===== src/rtl/button_debounce.sv =====
// Push-button conditioner: synchroniser, CE-paced debounce FSM, registered level and strobes.
// Optional auto-repeat of PRESS while held is enabled by defining BUTTON_DEBOUNCE_REPEAT_EN.
module button_debounce #(
    parameter int unsigned SYNC_STAGES  = 2,
    parameter int unsigned STABLE_TICKS = 4,
    parameter int unsigned CNT_WIDTH    = 3,
    parameter int unsigned ACTIVE_LOW   = 0
) (
    input  logic CLK,
    input  logic RESET,
    input  logic CE,
    input  logic BTN,
    output logic LEVEL,
    output logic PRESS,
    output logic RELEASE
);

    typedef enum logic [1:0] {StIdleLo, StWaitHi, StIdleHi, StWaitLo} state_e;
    typedef logic [CNT_WIDTH:0] cnt_ext_t;

    localparam cnt_ext_t Target  = cnt_ext_t'(STABLE_TICKS);
    localparam logic     OneTick = (STABLE_TICKS == 1);
    localparam logic     Invert  = (ACTIVE_LOW != 0);

    state_e               state_q;
    logic [CNT_WIDTH-1:0] cnt_q;
    cnt_ext_t             cnt_inc;
    logic                 done;
    logic                 btn_pol;
    logic                 s;
    logic                 rpt_fire;

    // ---------------------------------------------------------------------
    // Input synchroniser, free-running on every CLK
    // ---------------------------------------------------------------------
    logic [SYNC_STAGES-1:0] sync_q;

    assign btn_pol = BTN ^ Invert;

    generate
        if (SYNC_STAGES > 1) begin : g_chain
            always_ff @(posedge CLK) begin
                if (RESET) begin
                    sync_q <= '0;
                end else begin
                    sync_q <= {sync_q[SYNC_STAGES-2:0], btn_pol};
                end
            end
        end else begin : g_single
            always_ff @(posedge CLK) begin
                if (RESET) begin
                    sync_q <= '0;
                end else begin
                    sync_q <= btn_pol;
                end
            end
        end
    endgenerate

    assign s       = sync_q[SYNC_STAGES-1];
    assign cnt_inc = {1'b0, cnt_q} + cnt_ext_t'(1);
    assign done    = (cnt_inc == Target);

`ifdef BUTTON_DEBOUNCE_REPEAT_EN
    // ---------------------------------------------------------------------
    // Auto-repeat: first re-pulse after 16 CEs held, then every 4 CEs
    // ---------------------------------------------------------------------
    logic [4:0] rpt_cnt_q;
    logic       rpt_arm_q;
    logic       rel_now;
    logic [4:0] rpt_target;

    // A release completing on this CE suppresses a coincident repeat pulse.
    assign rel_now = CE && !s && (((state_q == StIdleHi) && OneTick) ||
                                  ((state_q == StWaitLo) && done));
    assign rpt_target = rpt_arm_q ? 5'd4 : 5'd16;
    assign rpt_fire   = CE && LEVEL && !rel_now && ((rpt_cnt_q + 5'd1) == rpt_target);

    always_ff @(posedge CLK) begin
        if (RESET || !LEVEL) begin
            rpt_cnt_q <= '0;
            rpt_arm_q <= 1'b0;
        end else if (CE) begin
            if (rpt_fire) begin
                rpt_cnt_q <= '0;
                rpt_arm_q <= 1'b1;
            end else begin
                rpt_cnt_q <= rpt_cnt_q + 5'd1;
            end
        end
    end
`else
    assign rpt_fire = 1'b0;
`endif

    // ---------------------------------------------------------------------
    // Debounce FSM with registered outputs
    // ---------------------------------------------------------------------
    always_ff @(posedge CLK) begin
        if (RESET) begin
            state_q <= StIdleLo;
            cnt_q   <= '0;
            LEVEL   <= 1'b0;
            PRESS   <= 1'b0;
            RELEASE <= 1'b0;
        end else begin
            PRESS   <= rpt_fire;
            RELEASE <= 1'b0;
            if (CE) begin
                unique case (state_q)
                    StIdleLo: begin
                        if (s) begin
                            if (OneTick) begin
                                state_q <= StIdleHi;
                                LEVEL   <= 1'b1;
                                PRESS   <= 1'b1;
                            end else begin
                                state_q <= StWaitHi;
                                cnt_q   <= CNT_WIDTH'(1);
                            end
                        end
                    end
                    StWaitHi: begin
                        if (!s) begin
                            state_q <= StIdleLo;
                            cnt_q   <= '0;
                        end else if (done) begin
                            state_q <= StIdleHi;
                            cnt_q   <= '0;
                            LEVEL   <= 1'b1;
                            PRESS   <= 1'b1;
                        end else begin
                            cnt_q <= cnt_inc[CNT_WIDTH-1:0];
                        end
                    end
                    StIdleHi: begin
                        if (!s) begin
                            if (OneTick) begin
                                state_q <= StIdleLo;
                                LEVEL   <= 1'b0;
                                RELEASE <= 1'b1;
                            end else begin
                                state_q <= StWaitLo;
                                cnt_q   <= CNT_WIDTH'(1);
                            end
                        end
                    end
                    StWaitLo: begin
                        if (s) begin
                            state_q <= StIdleHi;
                            cnt_q   <= '0;
                        end else if (done) begin
                            state_q <= StIdleLo;
                            cnt_q   <= '0;
                            LEVEL   <= 1'b0;
                            RELEASE <= 1'b1;
                        end else begin
                            cnt_q <= cnt_inc[CNT_WIDTH-1:0];
                        end
                    end
                    default: begin
                        state_q <= StIdleLo;
                        cnt_q   <= '0;
                    end
                endcase
            end
        end
    end

endmodule


===== config.mk =====
export PLATFORM = sky130hd
export DESIGN_NAME = button_debounce
export DESIGN_NICKNAME = d
export VERILOG_FILES = /design/src/rtl/button_debounce.sv
export SDC_FILE = /design/constraint.sdc
export NUM_CORES = 1
export LEC_CHECK = 0
export CORE_MARGIN = 4
export CORE_UTILIZATION = 30
export DETAILED_ROUTE_END_ITERATION = 12
export GPL_TIMING_DRIVEN = 0
export MAX_ROUTING_LAYER = met4
export PLACE_DENSITY = 0.51
export SLEW_MARGIN = 20
export SYNTH_ARGS = -nofsm -noshare
export SYNTH_HDL_FRONTEND = slang
export SYNTH_SLANG_ARGS = --single-unit

===== constraint.sdc =====
create_clock -name CLK -period 1.8 [get_ports CLK]
set_input_delay 0.36 -clock CLK [delete_from_list [all_inputs] [get_ports CLK]]
set_output_delay 0.36 -clock CLK [all_outputs]
set_load 0.005 [all_outputs]

# Word level (Yosys, flattened, before mapping)
# Index checks and enable logic that the tools add are counted.
[totals]
reg_bits = 10
latchBits = 0
ram_bits = 0
rom_bits = 0
inputBits = 4
n_memories = 0
[op_classes]
n_addsub = 1
n_mul = 0
div_mod_pow = 0
n_lt_le_gt_ge = 0
eq_ne = 12
n_shift = 0
mux = 19
bitwise = 4
n_reduce_logical = 7
[ops]
columns = ["operator", "count"]
rows = [
  ["3-bit two-way mux", 5],
  ["2-bit two-way mux", 6],
  ["2-bit != test (second input constant)", 6],
  ["3-bit case mux with 4 select lines", 1],
  ["2-bit case mux with 4 select lines", 1],
  ["4-bit OR reduction", 2],
  ["3-bit != test (second input constant)", 2],
  ["6-bit AND reduction", 1],
  ["1-bit two-way mux", 5],
  ["5-bit AND reduction", 1],
  ["3-bit by 1-bit adder with 4-bit output (second input constant)", 1],
  ["2-bit equality test (second input constant)", 2],
  ["4-bit by 3-bit equality test with 1-bit output (second input constant)", 1],
  ["1-bit NOT", 4],
  ["3-bit AND reduction", 1],
  ["2-bit by 1-bit equality test with 1-bit output (second input constant)", 1],
  ["2-bit logical NOT", 1],
  ["1-bit case mux with 2 select lines", 1],
  ["2-bit nonzero test", 1],
]

# Depth between registers and ports, before layout
[depth]
depth_word = 5
mapped_depth = 5

# Worst setup path after synthesis
# Ideal clock, no wire load.
[synth_timing]
path_kind = "register to register"
start = "register cnt_q[0]"
end = "register LEVEL"
setup_time_ns = 0.122
arrival_time_ns = 1.289
required_time_ns = 1.678
setup_slack_ns = 0.389
stages_incl_launch_ff = 6
path_buffers = 0
cell_sequence = "dfxtp_1 ha_1 nand2b_1 o21bai_4 nand2_1 a311o_1"
[synth_via]
elab_chain_cells = 4
[synth_rtl]
columns = ["element", "line_no", "rtl"]
rows = [
  ["start, declared", "26", "logic [CNT_WIDTH-1:0] cnt_q;"],
  ["start signal, assigned", "133", "cnt_q <= cnt_inc[CNT_WIDTH-1:0];"],
  ["start signal, assigned", "158", "cnt_q <= cnt_inc[CNT_WIDTH-1:0];"],
  ["3-bit by 1-bit adder with 4-bit output (*)", "61", "assign cnt_inc = {1'b0, cnt_q} + cnt_ext_t'(1);"],
  ["4-bit by 3-bit equality test with 1-bit output (*)", "62", "assign done = (cnt_inc == Target);"],
  ["2-bit != test (no source line)", "n/a", ""],
  ["6-bit AND reduction (no source line) (*)", "n/a", ""],
  ["end signal, assigned", "103", "LEVEL <= 1'b0;"],
  ["end signal, assigned", "115", "LEVEL <= 1'b1;"],
  ["end signal, assigned", "130", "LEVEL <= 1'b1;"],
  ["end, declared", "13", "output logic LEVEL,"],
]
# Mark *: on every way between the ends. The rest lies on a longest branch, timed or not.
# A chain may end at the register's enable or synchronous reset.

# Worst setup path in the final report
# Same ends and word-level chain as after synthesis.

==> results.json <==
{
  "cts_buffers": 3,
  "cp_max_fo": 6,
  "slew_headroom_pct": 84.1,
  "grt_pass1_wl_um": 1320,
  "crit_family": "compound AO/OA/AOI/OAI gates",
  "crit_type": "reg2reg",
  "p_total_uw": 448,
  "via_per_inst": 4.89,
  "yosysSeqAreaShare_pct": 42.1,
  "place.gp.congestion": 0.679,
  "vias": 357,
  "rsz0062_at_grt": "false",
  "synthArstFlopShare_pct": 0,
  "finClkSkew_ns": 0.00118,
  "cts_num_sinks": 10,
  "ant_nets": 0,
  "p_int_uw": 358,
  "dieHeight_um": 47.8,
  "htree_levels": 1,
  "reg2reg_to": "LEVEL",
  "fp.dieW_um": 47.8,
  "clkSlewWorstSetupHoldPaths_ns": 0.07,
  "fmax_mhz": 663,
  "cts-root-buf": "clkbuf_4",
  "synth_most_common_cell": "dfxtp_1",
  "insertion_delay_ns": 0.26,
  "synth_xor_area_share_pct": 3.42,
  "maxCapViolCount": 0,
  "p_clk_share_pct": 44.6,
  "synth.area.top_cells": "dfxtp_1, nand2_1, ha_1",
  "synth_nets": 54,
  "synthDistinctLibCells": 26,
  "critPathSlowestCell": "a311o_1",
  "hold_depth": 2,
  "dr.pass1.iters": 4,
  "r2r_slack_ns": 0.29,
  "cts_hold_buf": 0,
  "synth_area_leader_cell": "dfxtp_1",
  "synth-edff-count": 0,
  "grt_max_degree": 10,
  "muxShareOfSynthArea_pct": 0,
  "synth_top_flop_cell": "dfxtp_1",
  "path_cells": "ha_1 > nand2b_1 > o21bai_4 > nand2_1 > a311o_1",
  "min_to": "cnt_q[2]",
  "start_kind": "flop",
  "ir_drop_v": 0.000534,
  "ys.warnings.count": 0,
  "antenna_found_initial": 0,
  "portBuffers": 5,
  "syn_to_final_growth_pct": 22.4,
  "p_leak_uw": 0.000233,
  "nNetsFinal": 64,
  "drtIter0Drc": 6,
  "status": "finished, final reports clean",
  "regToRegStartpoint": "cnt_q[0]",
  "swShare_pct": 20.2,
  "first_global_vias": 295,
  "start_util_pct": 31.6,
  "crit_path_max_incr_delay_ns": 0.35,
  "synth_top_family_by_area": "simple AND/OR/NAND/NOR gates",
  "sequentialPowerShare_pct": 50.8,
  "worstHoldStart": "RESET",
  "period_needed_ns": 1.51,
  "synth_compound_area_share_pct": 20.3,
  "synthAdderAreaFrac_pct": 5.26,
  "rr_worst_depth": 5,
  "synth_seq_cells": 10,
  "synth-simple-area-share_pct": 25.0,
  "netlist_area_um2": 475,
  "maxSlewViolCount": 0,
  "hp-class": "in2reg",
  "final-hold-violation-count": 0,
  "period_share_pct": 83.7,
  "worst-path-buf-inv": 0,
  "fill_cells": 161,
  "clockBufferDepth": 2,
  "cts_tree": "done",
  "rows": 14,
  "setup_tns_ns": 0,
  "post_cts_buffers": 0,
  "drive_above_1_share_pct": 19.3,
  "worstSetupEndpointType": "flop",
  "finalSetupViolCount": 0,
  "die_area_um2": 2290,
  "worstPathArrival_ns": 1.66,
  "wl_um": 778,
  "synth_common_cells": "dfxtp_1, nand2_1, a21oi_1, nor2b_1",
  "grt_overflow": 0,
  "syn_avg_cell_area_um2": 9.91,
  "final_util_pct": 38.6,
  "crit_required_ns": 1.95,
  "comb_power_share_pct": 4.5,
  "powerDensity_nw_per_um2": 771,
  "wire_per_inst_um": 10.7,
  "core-area_um2": 1510,
  "track_usage_pct": 8.65,
  "diodes": 0,
  "switchingPower_uw": 90.8,
  "worstMarginPinSlew_ns": 0.237,
  "pin_count": 7,
  "ctsResizeCount": 0,
  "syn_inst": 48,
  "drc_errors": 0,
  "synth_top_cell_area_share_pct": 42.1
}
how the worst max path moves through the flow:
stage	start	endpoint	slack, ns	cells past startpoint
final	cnt_q[0]	LEVEL	0.29	5
after global routing	cnt_q[0]	LEVEL	0.20	5
after floorplan	cnt_q[0]	LEVEL	0.39	5
after CTS	cnt_q[0]	LEVEL	0.27	5
after detailed placement	CE	LEVEL	0.02	4
after global placement	CE	LEVEL	0.01	4
flip-flops by register name, summed over array words and instances (netlist names), named ones only:
signal,flops
state_q,1
LEVEL,1
sync_q,2
PRESS,1
RELEASE,1
cnt_q,3
logic make-up (layout without fill, tap and decap cells):
group	count (synthesis)	in the layout
AND/OR/NAND/NOR	21	21
AO/OA/AOI/OAI	11	11
flip-flops	10	10
buffers and inverters	3	12
adder cells (fa/ha/maj)	2	2
XOR/XNOR	1	1
stage by stage:
step | setup WS, ns | cells | hold slack, ns | cell area, µm²
floorplan | 0.389 | 48 | 0.414 | 475
global placement | 0.0115 | 69 | 0.425 | 546
detailed placement | 0.0201 | 69 | 0.429 | 546
CTS | 0.272 | 73 | 0.291 | 582
global route | 0.195 | 73 | 0.288 | 582
finish | 0.293 | 73 | 0.293 | 582
power groups by stage:
stage | logic (µW) | registers (µW) | clock network [µW]
2_1_floorplan | 11.8 | 232 | 0
3_3_place_gp | 20.7 | 233 | 0
3_5_place_dp | 20.4 | 233 | 0
4_1_cts | 20.6 | 228 | 207
5_1_grt | 22.9 | 228 | 221
6_report | 20.3 | 228 | 200
layout by cell type (no fill, tap or decap), types with 2 or more instances in the layout:
cell type / instances
dfxtp_1: 10
clkbuf_4: 3
nor2b_1: 3
nand2_1: 7
a21oi_1: 3
nand3_1: 2
clkdlybuf4s50_1: 5
ha_1: 2
and3_1: 2
final cells by class:
type	instances	area [µm²]	share of cell area, %
Multi-Input combinational cell	35	256	44.1
Tap cell	16	20.0	3.44
Buffer	1	11.3	1.94
Clock buffer	4	36.3	6.24
Sequential cell	10	200	34.4
Timing Repair Buffer	5	50.0	8.60
Inverter	2	7.51	1.29
metal layers:
metal  share of wire [%]  global-route usage, %  vias to the layer above
met1                  50                   11.8                      156
met4                   0                   1.61                        0
met3                 7.6                   5.64                        0
met2                  43                   10.6                        9
met5                   0                      -                        -
li1                    -                      -                      192
Power figures use the tool's default switching activity.
